[src/rtl/alu_share_arbiter.sv]
// Two-requester valid/ready arbiter around one shared ALU with a single-entry tagged response slot.
// Optional round-robin tie-breaking is enabled by defining ALU_ARB_RR_EN; fixed req0 priority otherwise.
module alu_share_arbiter #(
  parameter int CNT_W = 16
) (
  input  logic             clk,
  input  logic             rst_n,
  input  logic             req0_valid,
  output logic             req0_ready,
  input  logic [31:0]      req0_op1,
  input  logic [31:0]      req0_op2,
  input  logic [3:0]       req0_ctrl,
  input  logic             req1_valid,
  output logic             req1_ready,
  input  logic [31:0]      req1_op1,
  input  logic [31:0]      req1_op2,
  input  logic [3:0]       req1_ctrl,
  output logic             rsp_valid,
  input  logic             rsp_ready,
  output logic [31:0]      rsp_data,
  output logic             rsp_id,
  output logic             rsp_err,
  output logic [CNT_W-1:0] op_count
);

  localparam logic [3:0] ALU_SLL  = 4'd0;
  localparam logic [3:0] ALU_SRL  = 4'd1;
  localparam logic [3:0] ALU_SRA  = 4'd2;
  localparam logic [3:0] ALU_ADD  = 4'd3;
  localparam logic [3:0] ALU_SUB  = 4'd4;
  localparam logic [3:0] ALU_XOR  = 4'd5;
  localparam logic [3:0] ALU_OR   = 4'd6;
  localparam logic [3:0] ALU_AND  = 4'd7;
  localparam logic [3:0] ALU_SLT  = 4'd8;
  localparam logic [3:0] ALU_SLTU = 4'd9;
  localparam logic [3:0] ALU_LUI  = 4'd10;

  localparam logic [CNT_W-1:0] CNT_ONE = {{(CNT_W-1){1'b0}}, 1'b1};
  localparam logic [CNT_W-1:0] CNT_MAX = {CNT_W{1'b1}};

  typedef enum logic {EMPTY = 1'b0, FULL = 1'b1} slot_state_t;

  slot_state_t state, state_nxt;
  logic        can_accept;
  logic        grant;
  logic        accept;
  logic [3:0]  alu_ctrl;
  logic [31:0] alu_op1;
  logic [31:0] alu_op2;
  logic [32:0] alu_res;

  // Result is {err, data}; illegal codes yield zero data so no undefined value escapes.
  // LUI expects the immediate already placed in op2[31:12].
  function automatic logic [32:0] alu_f(input logic [3:0] ctrl, input logic [31:0] a,
                                        input logic [31:0] b);
    logic [32:0] r;
    r = {1'b0, 32'h0000_0000};
    case (ctrl)
      ALU_SLL:  r = {1'b0, a << b[4:0]};
      ALU_SRL:  r = {1'b0, a >> b[4:0]};
      ALU_SRA:  r = {1'b0, $signed(a) >>> b[4:0]};
      ALU_ADD:  r = {1'b0, a + b};
      ALU_SUB:  r = {1'b0, a - b};
      ALU_XOR:  r = {1'b0, a ^ b};
      ALU_OR:   r = {1'b0, a | b};
      ALU_AND:  r = {1'b0, a & b};
      ALU_SLT:  r = {1'b0, 31'h0000_0000, $signed(a) < $signed(b)};
      ALU_SLTU: r = {1'b0, 31'h0000_0000, a < b};
      ALU_LUI:  r = {1'b0, b};
      default:  r = {1'b1, 32'h0000_0000};
    endcase
    return r;
  endfunction

`ifdef ALU_ARB_RR_EN
  logic rr_last;
`endif

  always_comb begin
    can_accept = !rsp_valid || rsp_ready;
    grant      = 1'b0;
    if (req0_valid && req1_valid) begin
`ifdef ALU_ARB_RR_EN
      grant = !rr_last;
`else
      grant = 1'b0;
`endif
    end else if (req1_valid) begin
      grant = 1'b1;
    end else begin
      grant = 1'b0;
    end
    req0_ready = can_accept && !grant;
    req1_ready = can_accept && grant;
    accept     = grant ? (req1_valid && req1_ready) : (req0_valid && req0_ready);
    alu_ctrl   = grant ? req1_ctrl : req0_ctrl;
    alu_op1    = grant ? req1_op1  : req0_op1;
    alu_op2    = grant ? req1_op2  : req0_op2;
    alu_res    = alu_f(alu_ctrl, alu_op1, alu_op2);
  end

  // Slot next state: a refill wins over a drain on the same edge.
  always_comb begin
    state_nxt = state;
    case (state)
      EMPTY: begin
        if (accept) state_nxt = FULL;
        else        state_nxt = EMPTY;
      end
      FULL: begin
        if (accept)         state_nxt = FULL;
        else if (rsp_ready) state_nxt = EMPTY;
        else                state_nxt = FULL;
      end
      default: state_nxt = EMPTY;
    endcase
  end

  assign rsp_valid = (state == FULL);

  always_ff @(posedge clk) begin
    if (!rst_n) begin
      state    <= EMPTY;
      rsp_data <= 32'h0000_0000;
      rsp_id   <= 1'b0;
      rsp_err  <= 1'b0;
      op_count <= {CNT_W{1'b0}};
`ifdef ALU_ARB_RR_EN
      rr_last  <= 1'b1;
`endif
    end else begin
      state <= state_nxt;
      if (accept) begin
        rsp_data <= alu_res[31:0];
        rsp_err  <= alu_res[32];
        rsp_id   <= grant;
        if (op_count != CNT_MAX) op_count <= op_count + CNT_ONE;
`ifdef ALU_ARB_RR_EN
        rr_last  <= grant;
`endif
      end
    end
  end

endmodule

[config.mk]
export PLATFORM = sky130hd
export DESIGN_NAME = alu_share_arbiter
export DESIGN_NICKNAME = d
export VERILOG_FILES = /design/src/rtl/alu_share_arbiter.sv
export SDC_FILE = /design/constraint.sdc
export NUM_CORES = 1
export LEC_CHECK = 0
export CORE_MARGIN = 2
export CORE_UTILIZATION = 42
export CTS_CLUSTER_DIAMETER = 100
export DETAILED_ROUTE_END_ITERATION = 16
export GPL_TIMING_DRIVEN = 0
export PLACE_DENSITY = 0.69
export SYNTH_ARGS = -nofsm -noshare
export SYNTH_HDL_FRONTEND = slang
export SYNTH_SLANG_ARGS = --single-unit
[constraint.sdc]
create_clock -name clk -period 6.5 [get_ports clk]
set_input_delay 1.3 -clock clk [delete_from_list [all_inputs] [get_ports clk]]
set_output_delay 1.3 -clock clk [all_outputs]
set_load 0.01 [all_outputs]
==> key figures <==
Status
  • Status: finished with violations
  • Failing checks: capacitance limit, setup timing

Detailed routing
  • # DRC: 0
  • DRT Pass-1 Iters: 7
  • Total wire length: 82.1 mm
  • Drt wl/cell: approximately 32 µm
  • Routed Antenna Nets: 0
  • DRT iter0 DRCs: ~2800
  • Vias per cell: 7.14
  • Total number of vias: 18000

Clocking
  • Max clock buf depth: 2
  • Total CTS buffers: 5
  • CTS Root Cell: clkbuf_16
  • H-tree level count: 2
  • Worst-path clk slew: ~90 ps
  • CTS Sinks: 51
  • CTS tree: yes
  • Clk Latency, worst-skew pair: 360 ps
  • # hold bufs at CTS: 0

Synthesis
  • Synth unique cells: just under 90
  • EDFF count, synth: 0
  • Net Count, Synth: about 2200
  • Top FF cell, synth: dfxtp_1
  • Syn Inst Count: 1932
  • Sequential area share after synthesis: between 7 and 8%
  • Mean Syn Cell Area: about 6.7 µm²
  • Asr flop ratio synth: 0%
  • Ys Warns: 0
  • FF+latch count, synth: 51
  • Post-Syn Area: between 10000 and 15000 µm²

Worst setup path
  • CP peak stage delay: about 1100 ps
  • CP arrival: a little under 7000 ps
  • Worst-path maximum fanout: 10
  • Critical path cell sequence: clkdlybuf4s50_1 > nand2b_1 > buf_2 > clkbuf_1 > a31oi_1 > nor2_1 > clkbuf_1 > a22oi_1 > o221ai_1 > nor4_1 > o21ai_0
  • Stages on worst setup path: 11
  • Kind of critical path: primary input to register
  • Cells on worst reg2reg path: 11
  • CP delay by family, top: simple AND/OR/NAND/NOR gates
  • Slowest cell on crit path: nor4_1
  • Most frequent CP cell: clkbuf_1
  • Buf/Inv on CP: 4
  • Crit path required time: 6670 ps
  • Element type at the critical path end: register
  • CP Launch Type: primary input

Cells and area
  • Layout cells sized above 1: about 6.7%
  • Most frequent cells in the layout: 265 x nand2_1, 192 x clkdlybuf4s50_1, 179 x nor2_1
  • FILL cells: about 3100
  • Most common cell after layout, fill and taps aside: nand2_1
  • Final nets: between 2000 and 2500
  • Area grow syn2layout: 22.1%
  • Post-layout util: about 52%
  • Finished Layout Cells: between 2000 and 3000

Die
  • Die Width: between 150 and 200 µm
  • Row count: 64
  • Starting density of the core: a little over two fifths
  • Die area: 32000 µm²
  • Io pins: just under 200
  • Core box area: 30300 µm²
  • Die Y: around 180 µm

Place
  • Placed Cells: 2520
  • Global placer's final weighted congestion: around 1.1
  • Post-DP HPWL: around 66 mm
  • IO buf count: ~190

Pwr
  • Sequential share of power: between 10% and 20%
  • Tot Pwr: ~2.4 mW
  • Net Sw Frac: between 50% and 60%
  • Pint: about 1.1 mW
  • Switching power: around 1.4 mW
  • Leak: between 6 and 7 nW
  • Highest ir drop seen on vdd: ~0.12 mV
  • Clock group share of total power: a little over an eighth
  • PD cells: roughly 150 nW/µm²
  • Comb pwr share: between 70 and 80%

Timing
  • Post-Route Setup TNS: -153 ps
  • Worst-Margin Slew: roughly 1500 ps
  • Min Tclk post-route: around 6600 ps
  • Final hold vios: 0
  • Fin crit share: 102%
  • Final worst slack: -143 ps
  • Max-slew headroom at the worst pin: 2.34%
  • Max-slew violation count: 0
  • Final count of negative-setup-slack endpoints: 2
  • Final hold slack: ~460 ps
  • FMAX: between 150 and 200 MHz
  • Worst clock skew: approximately 41 ps

Run
  • Max cap viols: 1

GRT
  • Pin count of the biggest net entering global routing: 20
  • Gr usage total: approximately 50%
  • Initial antenna violation count: 5
  • First-pass GRT wire length: approximately 110 mm
  • Vias in the first global route: around 16000
  • Congestion Overflow GR: 0

Hold path
  • Hold crit path type: register to register
  • Hold depth: 1
metal layers:
layer / GRT usage, % / vias to the layer above / part of all wire [%] / routed length (µm)
li1: - / 7499 / - / -
met1: 61.2 / 8443 / 37 / 30300
met2: 72.0 / 1660 / 40 / 32900
met3: 17.7 / 437 / 15 / 11900
met4: 34.8 / 4 / 8.5 / 6960
met5: 0.641 / - / 0.028 / 23
flip-flops by register name, indices dropped and copies added (netlist names):
name / cells
rsp_data: 32
op_count: 16
rsp_err: 1
rsp_id: 1
rsp_valid: 1
metrics by stage:
stage	setup WS, ps	cell area, µm²
after floorplan	852	12900
after global placement	-2440	15300
after detailed placement	-2510	15300
after CTS	18.3	15600
after global routing	-53.2	15700
final	-143	15700
power groups by stage:
stage,clock network [mW],logic (mW),registers [mW]
final,0.326,1.75,0.351
after global routing,0.326,1.80,0.352
after CTS,0.320,1.62,0.350
after global placement,0,1.59,0.357
after floorplan,0,0.923,0.364
after detailed placement,0,1.60,0.358
logic make-up (layout without fill, tap and decap cells):
family                     after synthesis  in the layout  share of synthesized area, %
AOI/OAI and AO/OA                      664            664                          34.7
and+or+nand+nor                        664            664                          23.7
buffers and inverters                  252            448                          7.93
muxes                                  155            155                          12.4
adders and majority gates              114            114                          11.2
DFF                                     51             51                          7.94
xor gates and xnor gates                32             32                          2.18
other                                    0              2                             0
repair_timing:
item                       in CTS  in global routing
setup endpoints to repair      34                 20
hold endpoints to repair        0                  0
gates resized for setup        45                 34
pin swaps                       1                  2
buffers inserted                2                  1
path summary, 6_finish.rpt:
check,from,end,slack (ps)
worst max-delay path,req0_valid,rsp_data[5],-140
worst min-delay path,rsp_data[7],rsp_data[7],460
worst max register to register,rsp_valid,rsp_data[10],2980
worst min register to register,rsp_data[7],rsp_data[7],460
final cells by class:
cell class	count	area [µm²]	share of cell area [%]
repair buffers	195	1940	12.4
multi-input cells	1629	11000	70.1
clock buffers	6	139	0.885
well taps	396	495	3.16
flip-flops and latches	51	1020	6.50
clock inverters	2	16.3	0.104
plain buffers	139	677	4.31
inverters	106	398	2.53
diodes	2	5.00	0.0319
synthesized netlist by cell type (7+ instances only):
library cell | count | share of area, %
a21oi_1 | 148 | 5.8
nor4bb_1 | 11 | 0.86
xnor2_1 | 22 | 1.5
mux2_2 | 16 | 1.4
nand4_1 | 10 | 0.49
buf_2 | 50 | 1.9
o21ai_0 | 142 | 5.5
nor2b_1 | 18 | 0.88
clkbuf_1 | 75 | 2.2
or3_1 | 18 | 0.88
nor4_1 | 9 | 0.44
a32oi_1 | 9 | 0.61
a21o_1 | 29 | 1.7
o211ai_1 | 42 | 2.5
a22o_1 | 8 | 0.54
a221oi_1 | 26 | 1.8
a221o_1 | 8 | 0.62
buf_1 | 18 | 0.53
mux2i_1 | 136 | 11
ha_1 | 112 | 11
dfxtp_1 | 51 | 7.9
o21bai_1 | 19 | 1.1
a2111oi_0 | 7 | 0.48
nand2b_1 | 18 | 0.88
nor2_1 | 179 | 5.2
or2_2 | 7 | 0.34
o31a_1 | 7 | 0.48
o311ai_0 | 10 | 0.68
o221ai_1 | 18 | 1.2
a22oi_1 | 20 | 1.2
inv_1 | 103 | 3.0
nand3_1 | 46 | 1.8
and2_1 | 17 | 0.83
o2111ai_1 | 11 | 0.75
nand2_1 | 266 | 7.8
a31oi_1 | 39 | 1.9
a21boi_0 | 10 | 0.58
a211oi_1 | 23 | 1.3
xor2_1 | 10 | 0.68
o22ai_1 | 20 | 0.97
and3_1 | 12 | 0.58
nor3_1 | 29 | 1.1
No activity file was read; power rests on OpenSTA's default activity.
